File: src/rtl/dram_arbiter.sv
// dram_arbiter: shares the single-port data RAM between the MEM data port (D) and fetch port (I),
// sequencing CE, read latency, capture and ack, with D priority bounded by an I starvation limit.
module dram_arbiter #(
  parameter int ADDR_W   = 27,
  parameter int RAM_LAT  = 1,
  parameter int MAX_WAIT = 4
) (
  input  logic              clk,
  input  logic              rst,
  input  logic              d_req,
  input  logic              d_we,
  input  logic [ADDR_W-1:0] d_addr,
  input  logic [31:0]       d_wdata,
  output logic              d_ack,
  output logic [31:0]       d_rdata,
  output logic              d_stall,
  input  logic              i_req,
  input  logic              i_we,
  input  logic [ADDR_W-1:0] i_addr,
  input  logic [31:0]       i_wdata,
  output logic              i_ack,
  output logic [31:0]       i_rdata,
  output logic              i_stall,
  output logic              ram_ce,
  output logic              ram_we,
  output logic [ADDR_W-1:0] ram_addr,
  output logic [31:0]       ram_wdata,
  input  logic [31:0]       ram_rdata,
  output logic              busy,
  output logic              gnt_id
);
  typedef enum logic [1:0] {IDLE, ACCESS, WAIT, RESP} state_t;
  state_t      state;
  logic [2:0]  lat_cnt;
  logic [3:0]  wait_cnt;
  logic        any_req, pick_i, fin, grant;
  always_comb begin
    any_req = d_req | i_req;
    grant   = (state == IDLE) & any_req;
    pick_i  = i_req & (~d_req | (wait_cnt == 4'(MAX_WAIT)));
    // fin marks the edge that enters RESP: writes and 1-cycle reads leave ACCESS directly
    fin     = ((state == ACCESS) & (ram_we | (RAM_LAT == 1))) | ((state == WAIT) & (lat_cnt == 3'd1));
  end
  assign busy    = state != IDLE;
  assign d_stall = d_req & ~d_ack;
  assign i_stall = i_req & ~i_ack;
  always_ff @(posedge clk or posedge rst) begin
    if (rst) begin
      state     <= IDLE;
      lat_cnt   <= '0;
      wait_cnt  <= '0;
      ram_ce    <= 1'b0;
      ram_we    <= 1'b0;
      ram_addr  <= '0;
      ram_wdata <= '0;
      gnt_id    <= 1'b0;
      d_ack     <= 1'b0;
      i_ack     <= 1'b0;
      d_rdata   <= '0;
      i_rdata   <= '0;
    end else begin
      state   <= state == IDLE ? (any_req ? ACCESS : IDLE) : state == RESP ? IDLE : fin ? RESP : WAIT;
      lat_cnt <= state == ACCESS ? 3'(RAM_LAT - 1) : state == WAIT ? lat_cnt - 3'd1 : lat_cnt;
      ram_ce  <= grant;
      d_ack   <= fin & ~gnt_id;
      i_ack   <= fin & gnt_id;
      if (fin & ~ram_we & ~gnt_id) d_rdata <= ram_rdata;
      if (fin & ~ram_we & gnt_id) i_rdata <= ram_rdata;
      if (grant) begin
        gnt_id    <= pick_i;
        ram_we    <= pick_i ? i_we : d_we;
        ram_addr  <= pick_i ? i_addr : d_addr;
        ram_wdata <= pick_i ? i_wdata : d_wdata;
        wait_cnt  <= pick_i ? '0 : wait_cnt + 4'(i_req & (wait_cnt != 4'(MAX_WAIT)));
      end
    end
  end
endmodule

File: config.mk
export PLATFORM = sky130hd
export DESIGN_NAME = dram_arbiter
export DESIGN_NICKNAME = d
export VERILOG_FILES = /design/src/rtl/dram_arbiter.sv
export SDC_FILE = /design/constraint.sdc
export NUM_CORES = 1
export LEC_CHECK = 0
export BUFFER_PORTS_ARGS = -buffer_cell sky130_fd_sc_hd__buf_2
export CORE_MARGIN = 2
export CORE_UTILIZATION = 51
export CTS_BUF_LIST = sky130_fd_sc_hd__clkbuf_16
export DETAILED_ROUTE_END_ITERATION = 6
export PLACE_DENSITY = 0.92
export SYNTH_ARGS = -nofsm -noshare
export SYNTH_HDL_FRONTEND = slang
export SYNTH_SLANG_ARGS = --single-unit
File: constraint.sdc
create_clock -name clk -period 9.8 [get_ports clk]
set_input_delay 0.98 -clock clk [delete_from_list [all_inputs] [get_ports clk]]
set_output_delay 0.98 -clock clk [all_outputs]
set_load 0.05 [all_outputs]
==> flow_summary.yaml, run 1 <==
run_status:
  outcome: "finished, final reports clean"
floorplan:
  start_util: 0.527
  die_h_um: 116
  die-area_mm2: 0.0135
  die_x_um: 116
  boundaryPins: 287
  coreArea_mm2: 0.0122
  rows: 40
timing:
  fin_crit_sh: 0.360
  drv_slew: 0
  setup_tns_ps: 0
  tightest_slew_ps: 919
  period_needed_ps: 3530
  setup-violations-final: 0
  rsz0062_at_grt: "no"
  hold_viol: 0
  finClkSkew_ps: 10.0
  fmax_mhz: 284
  max_slew_margin: 0.388
synth:
  synth_top_family_by_area: "compound AO/OA/AOI/OAI gates"
  synthTopCellsByCount: "137 x dfrtp_1, 120 x o2111ai_1, 66 x nand2_1"
  synth.most_common_cell: "dfrtp_1"
  synthXorXnorAreaFrac: 0
  synthMuxAreaShare: 0.116
  synth-main-ff-cell: "dfrtp_1"
  synth_fa_ha_area_frac: 0.0137
  syn_area_mm2: 0.00641
  synth_cell_type_count: 31
  synth_warnings: 0
  syn-num-nets: 728
  avgSynthCellArea_um2: 11.3
  synth_area_leaders: "dfrtp_1 53%, o2111ai_1 16%, mux2_2 11%"
  ys_ff_latch: 137
  synth_edf_count: 0
  synth_compound_area_frac: 0.179
  yosys.area_share.simple: 0.103
  synth_cells: 565
  async_reset_ff_frac: 1.00
  synth_top_cell_by_area: "dfrtp_1"
  synth_seq_area_share: 0.535
  synthDominantCellAreaShare: 0.535
setup_path:
  cp.required_ps: 8820
  start_kind: "register"
  path_max_fanout: 97
  cp.arrival_ps: 2550
  path_class: "register to output pin"
  critPathCaptureType: "output pin"
global_routing:
  grt_use_total: 0.277
  grt_max_degree: 98
  grt_pass1_vias: 5578
  use_met2: 0.462
  grt_pass1_wl_um: 29000
  top_usage_layer: "met2"
  antenna_found_initial: 0
  met1_usage: 0.354
  gr-usage-met3: 0.0716
  overflow: 0
finish:
  fin_util: 0.697
  drive_above_1_share: 0.481
  num_antenna_cells: 0
  final_nets: 978
  fillCellCount: 917
  finalNonFillerCells: 996
  stdcell_area_mm2: 0.00847
  syn_to_final_growth_pct: 32.1
placement:
  placed_area_mm2: 0.00786
  gp_congestion: 0.781
  dp_cells: 964
  port_buffers: 286
  dp_hpwl_um: 12600
routing:
  vias: 5887
  routed_wl_um: 18900
  drt_pre_antenna_iters: 5
  via_per_inst: 5.91
  ant_nets: 0
  drc: 0
  wire_per_inst_um: 18.9
  detail_route.iter0.violations: 651
power_and_ir_drop:
  p_per_area_mw_per_mm2: 451
  p_leak_nw: 4.12
  peakVddDrop_uv: 276
  power_mw: 3.82
cts:
  ctsRootBufferMaster: "clkbuf_16"
  cts_sinks: 137
  numCtsBuffers: 17
  cts_buffer_depth: 2
  cts_setup_buffers: 0
  cts_tree: "built"
  clk_pin_slew_ps: 60
  clk_latency_ps: 410
  ctsHtreeMaxLevel: 4
  cts_resized: 0
  hold_buffers: 0
run:
  max_cap_viol_count: 0
hold_path:
  hp-class: "register to register"
worst max-delay path, cell delays in order (launching register included):
cell and delay [ps]:
dfrtp_1 380, inv_1 150, ha_4 360, buf_4 760
inv_1 180, buf_2 270
registers in the layout, indices dropped and copies added, names as in the netlist:
signal / flops
d_ack: 1
d_rdata: 32
gnt_id: 1
i_ack: 1
i_rdata: 32
lat_cnt: 3
ram_addr: 27
ram_ce: 1
ram_wdata: 32
ram_we: 1
state: 2
wait_cnt: 4
per-stage QoR:
step	hold WS, ps	setup WS (ps)
2_1_floorplan	522	5150
3_3_place_gp	473	6660
3_5_place_dp	475	6630
4_1_cts	491	6270
5_1_grt	509	6090
6_report	488	6270
where the power goes:
group	switching [mW]	total (mW)	leakage, nW	internal [mW]
registers	0.164	1.02	1.65	0.852
logic	1.61	2.14	2.17	0.532
clock network	0.238	0.660	0.303	0.422
total	2.01	3.82	4.12	1.81
cell usage in the layout (no fill, tap or decap), drive strengths merged, types with 3 or more instances in the layout:
cell,n
nor2,8
mux2,64
clkbuf,17
nand2,66
nand3,60
buf,297
o2111ai,120
dfrtp,137
clkinv,6
ha,7
nor2b,3
bufinv,4
inv,14
o21ai,9
final cells by class:
| cell class | count | area (um2) | share of cell area |
|---|---|---|---|
| Clock inverter | 15 | 183 | 0.0216 |
| Clock buffer | 17 | 425 | 0.0502 |
| Timing Repair Buffer | 297 | 1510 | 0.179 |
| Inverter | 10 | 42.5 | 0.00502 |
| Tap cell | 168 | 210 | 0.0248 |
| Multi-Input combinational cell | 352 | 2670 | 0.315 |
| Sequential cell | 137 | 3430 | 0.405 |
logic make-up after synthesis:
family	Yosys count
adder cells (fa/ha/maj)	7
flip-flops	137
AO/OA/AOI/OAI	136
multiplexers	66
AND/OR/NAND/NOR	143
buffers and inverters	76
path summary, 6_finish.rpt:
check                      cells past startpoint  slack, ps        start      endpoint
max in group asynchronous                      3       7810          rst  ram_addr[18]
setup / recovery                               5       6270     state[0]          busy
setup reg to reg                               8       6730     state[0]   wait_cnt[3]
min in group asynchronous                      2        650          rst    d_rdata[3]
hold reg to reg                                2        490  ram_addr[5]   ram_addr[5]
hold / removal                                 2        490  ram_addr[5]   ram_addr[5]
layer usage:
layer,up-vias,share of wire
li1,2698,-
met3,26,0.089
met4,0,0.018
met5,-,0
met1,2832,0.40
met2,331,0.49
No activity file was read; power rests on OpenSTA's default activity.
==> run 2, diff against run 1 <==
Settings changed: ABC_AREA set to 1, CORE_UTILIZATION 51 to 43, PLACE_DENSITY 0.92 to 0.83.
Clock period 9.8 ns to 3.1 ns, I/O delays scaled along.
==> flow_summary.yaml, run 2 <==
run_status:
  outcome: "finished, final reports clean"
synth:
  async_reset_ff_frac: 1.00
  synthTopCellsByCount: "256 x nand2_1, 164 x inv_1, 137 x dfrtp_1"
  synth_seq_area_share: 0.531
  synth-main-ff-cell: "dfrtp_1"
  synth_cell_type_count: 25
  synth_warnings: 0
  synth_cells: 827
  synth_edf_count: 0
  synth_area_leaders: "dfrtp_1 53%, nand2_1 15%, nand3_1 9.6%"
  syn-num-nets: 990
  syn_area_mm2: 0.00645
  ys_ff_latch: 137
  avgSynthCellArea_um2: 7.80
  synth.most_common_cell: "nand2_1"
  synthDominantCellAreaShare: 0.531
  synth_top_cell_by_area: "dfrtp_1"
global_routing:
  overflow: 0
  antenna_found_initial: 0
  grt_max_degree: 138
  grt_pass1_wl_um: 27400
  grt_use_total: 0.215
  grt_pass1_vias: 5685
routing:
  routed-wl-met3_um: 1140
  dr.max_layer_used: "met4"
  vias: 6121
  wire_per_inst_um: 13.2
  wl_met2_um: 8570
  detail_route.iter0.violations: 373
  drc: 0
  via_per_inst: 4.74
  drt-met1-wl_um: 6960
  drt_pre_antenna_iters: 6
  ant_nets: 0
  routed_wl_um: 17100
cts:
  cts_tree: "built"
  ctsHtreeMaxLevel: 4
  hold_buffers: 0
  clk_latency_ps: 420
  cts_resized: 0
  cts_buffer_depth: 2
  clk_pin_slew_ps: 60
  cts_setup_buffers: 0
  ctsRootBufferMaster: "clkbuf_16"
  numCtsBuffers: 17
  cts_sinks: 137
power_and_ir_drop:
  p_per_area_mw_per_mm2: 1290
  peakVddDrop_uv: 894
  power_mw: 11.1
  p_leak_nw: 5.23
finish:
  layout_commonest_cell: "buf_2"
  fin_util: 0.587
  num_antenna_cells: 0
  stdcell_area_mm2: 0.00856
  multiInputGateArea_mm2: 0.00215
  finalNonFillerCells: 1291
  drive_above_1_share: 0.304
  layout_common_cells: "286 x buf_2, 255 x nand2_1, 163 x inv_1"
  reg_top3: "d_rdata: 32 flops, i_rdata: 32 flops, ram_wdata: 32 flops"
  syn_to_final_growth_pct: 32.7
  seqCellArea_mm2: 0.00343
  fillCellCount: 1308
  final_nets: 1257
hold_path:
  hp-class: "input port to asynchronous set/reset pin"
setup_path:
  cp.required_ps: 3330
  path_class: "register to register"
  critPathBufInv: 3
  cp.arrival_ps: 2260
  max_stage_delay_ps: 770
  path_common_cell: "inv_1"
  critPathCaptureType: "register"
  path_max_fanout: 65
  start_kind: "register"
  cp_slowest_cell: "inv_2"
  path_cells: "inv_1 > ha_1 > inv_1 > a21oi_4 > inv_2 > o21ai_0"
  crit_family: "buffers and inverters"
timing:
  setup_tns_ps: 0
  finClkSkew_ps: 5.56
  drv_slew: 0
  max_slew_margin: 0.280
  fin_crit_sh: 0.655
  tightest_slew_ps: 1080
  fmax_mhz: 493
  period_needed_ps: 2030
  hold_viol: 0
  rsz0062_at_grt: "no"
  setup-violations-final: 0
floorplan:
  boundaryPins: 287
  die_x_um: 126
  coreArea_mm2: 0.0146
  start_util: 0.442
  rows: 44
  die_h_um: 126
  die-area_mm2: 0.0160
run:
  max_cap_viol_count: 0
placement:
  placed_area_mm2: 0.00795
  dp_hpwl_um: 11900
  dp_cells: 1259
  port_buffers: 286
  gp_congestion: 0.796
==> run 2: changes by cell type in the layout (fill, tap and decap cells not counted), moves of 3 or more <==
| cell | before | now |
|---|---|---|
| buf_4 | 11 | 7 |
| clkinvlp_4 | 1 | 4 |
| inv_1 | 9 | 163 |
| mux2_2 | 64 | 0 |
| nand2_1 | 66 | 255 |
| nand3_1 | 60 | 124 |
| nor2b_1 | 3 | 0 |
| o2111ai_1 | 120 | 0 |
| o21ai_0 | 6 | 68 |
==> run 2: layer usage <==
metal / GRT usage / up-vias
met5: 0 / -
met4: 0.0976 / 0
met3: 0.0502 / 32
met2: 0.357 / 237
met1: 0.267 / 2809
li1: - / 3043
==> run 2: worst paths after layout <==
check,from,slack (ps),cells after the start,endpoint
worst max register to register,state[0],1070,6,state[0]
worst max-delay path,state[0],1070,6,state[0]
worst min register to register,i_rdata[26],470,2,i_rdata[26]
max in group asynchronous,rst,2490,3,wait_cnt[0]
min in group clk,ram_rdata[30],150,3,i_rdata[30]
worst min-delay path,rst,120,3,i_rdata[20]
==> run 2: worst register-to-register path, delay by kind of cell, from the launching register on <==
kind	cells	cell delay, ps
AO/OA/AOI/OAI	2	270
flip-flops	1	400
buffers and inverters	3	970
adder cells (fa/ha/maj)	1	220
==> run 2: through the flow <==
stage / hold slack, ps / worst slack [ps]
finish: 119 / 1070
floorplan: 471 / 1080
global placement: 458 / 1100
CTS: 134 / 1040
detailed placement: 464 / 1050
global route: 146 / 879
==> run 2: layout make-up <==
type,instances,area share
sequential,137,0.400
timing repair buffer,294,0.176
clock inverter,15,0.0224
inverter,167,0.0736
clock buffer,17,0.0497
multi-input combinational,477,0.251
tap,184,0.0269
==> run 2: cells by family after synthesis <==
family | Yosys count | share of synthesized area
xor gates and xnor gates | 2 | 0.00272
DFF | 137 | 0.531
adders and majority gates | 7 | 0.0136
AOI/OAI and AO/OA | 75 | 0.0595
and+or+nand+nor | 393 | 0.256
buffers and inverters | 213 | 0.136
==> run 2: report_power, final <==
| part | switching, mW | internal, mW | total, mW | leakage [nW] |
|---|---|---|---|---|
| Combinational | 4.57 | 1.25 | 5.82 | 3.27 |
| Clock | 0.804 | 1.28 | 2.09 | 0.292 |
| Sequential | 0.480 | 2.68 | 3.16 | 1.68 |
| Total | 5.85 | 5.22 | 11.1 | 5.23 |
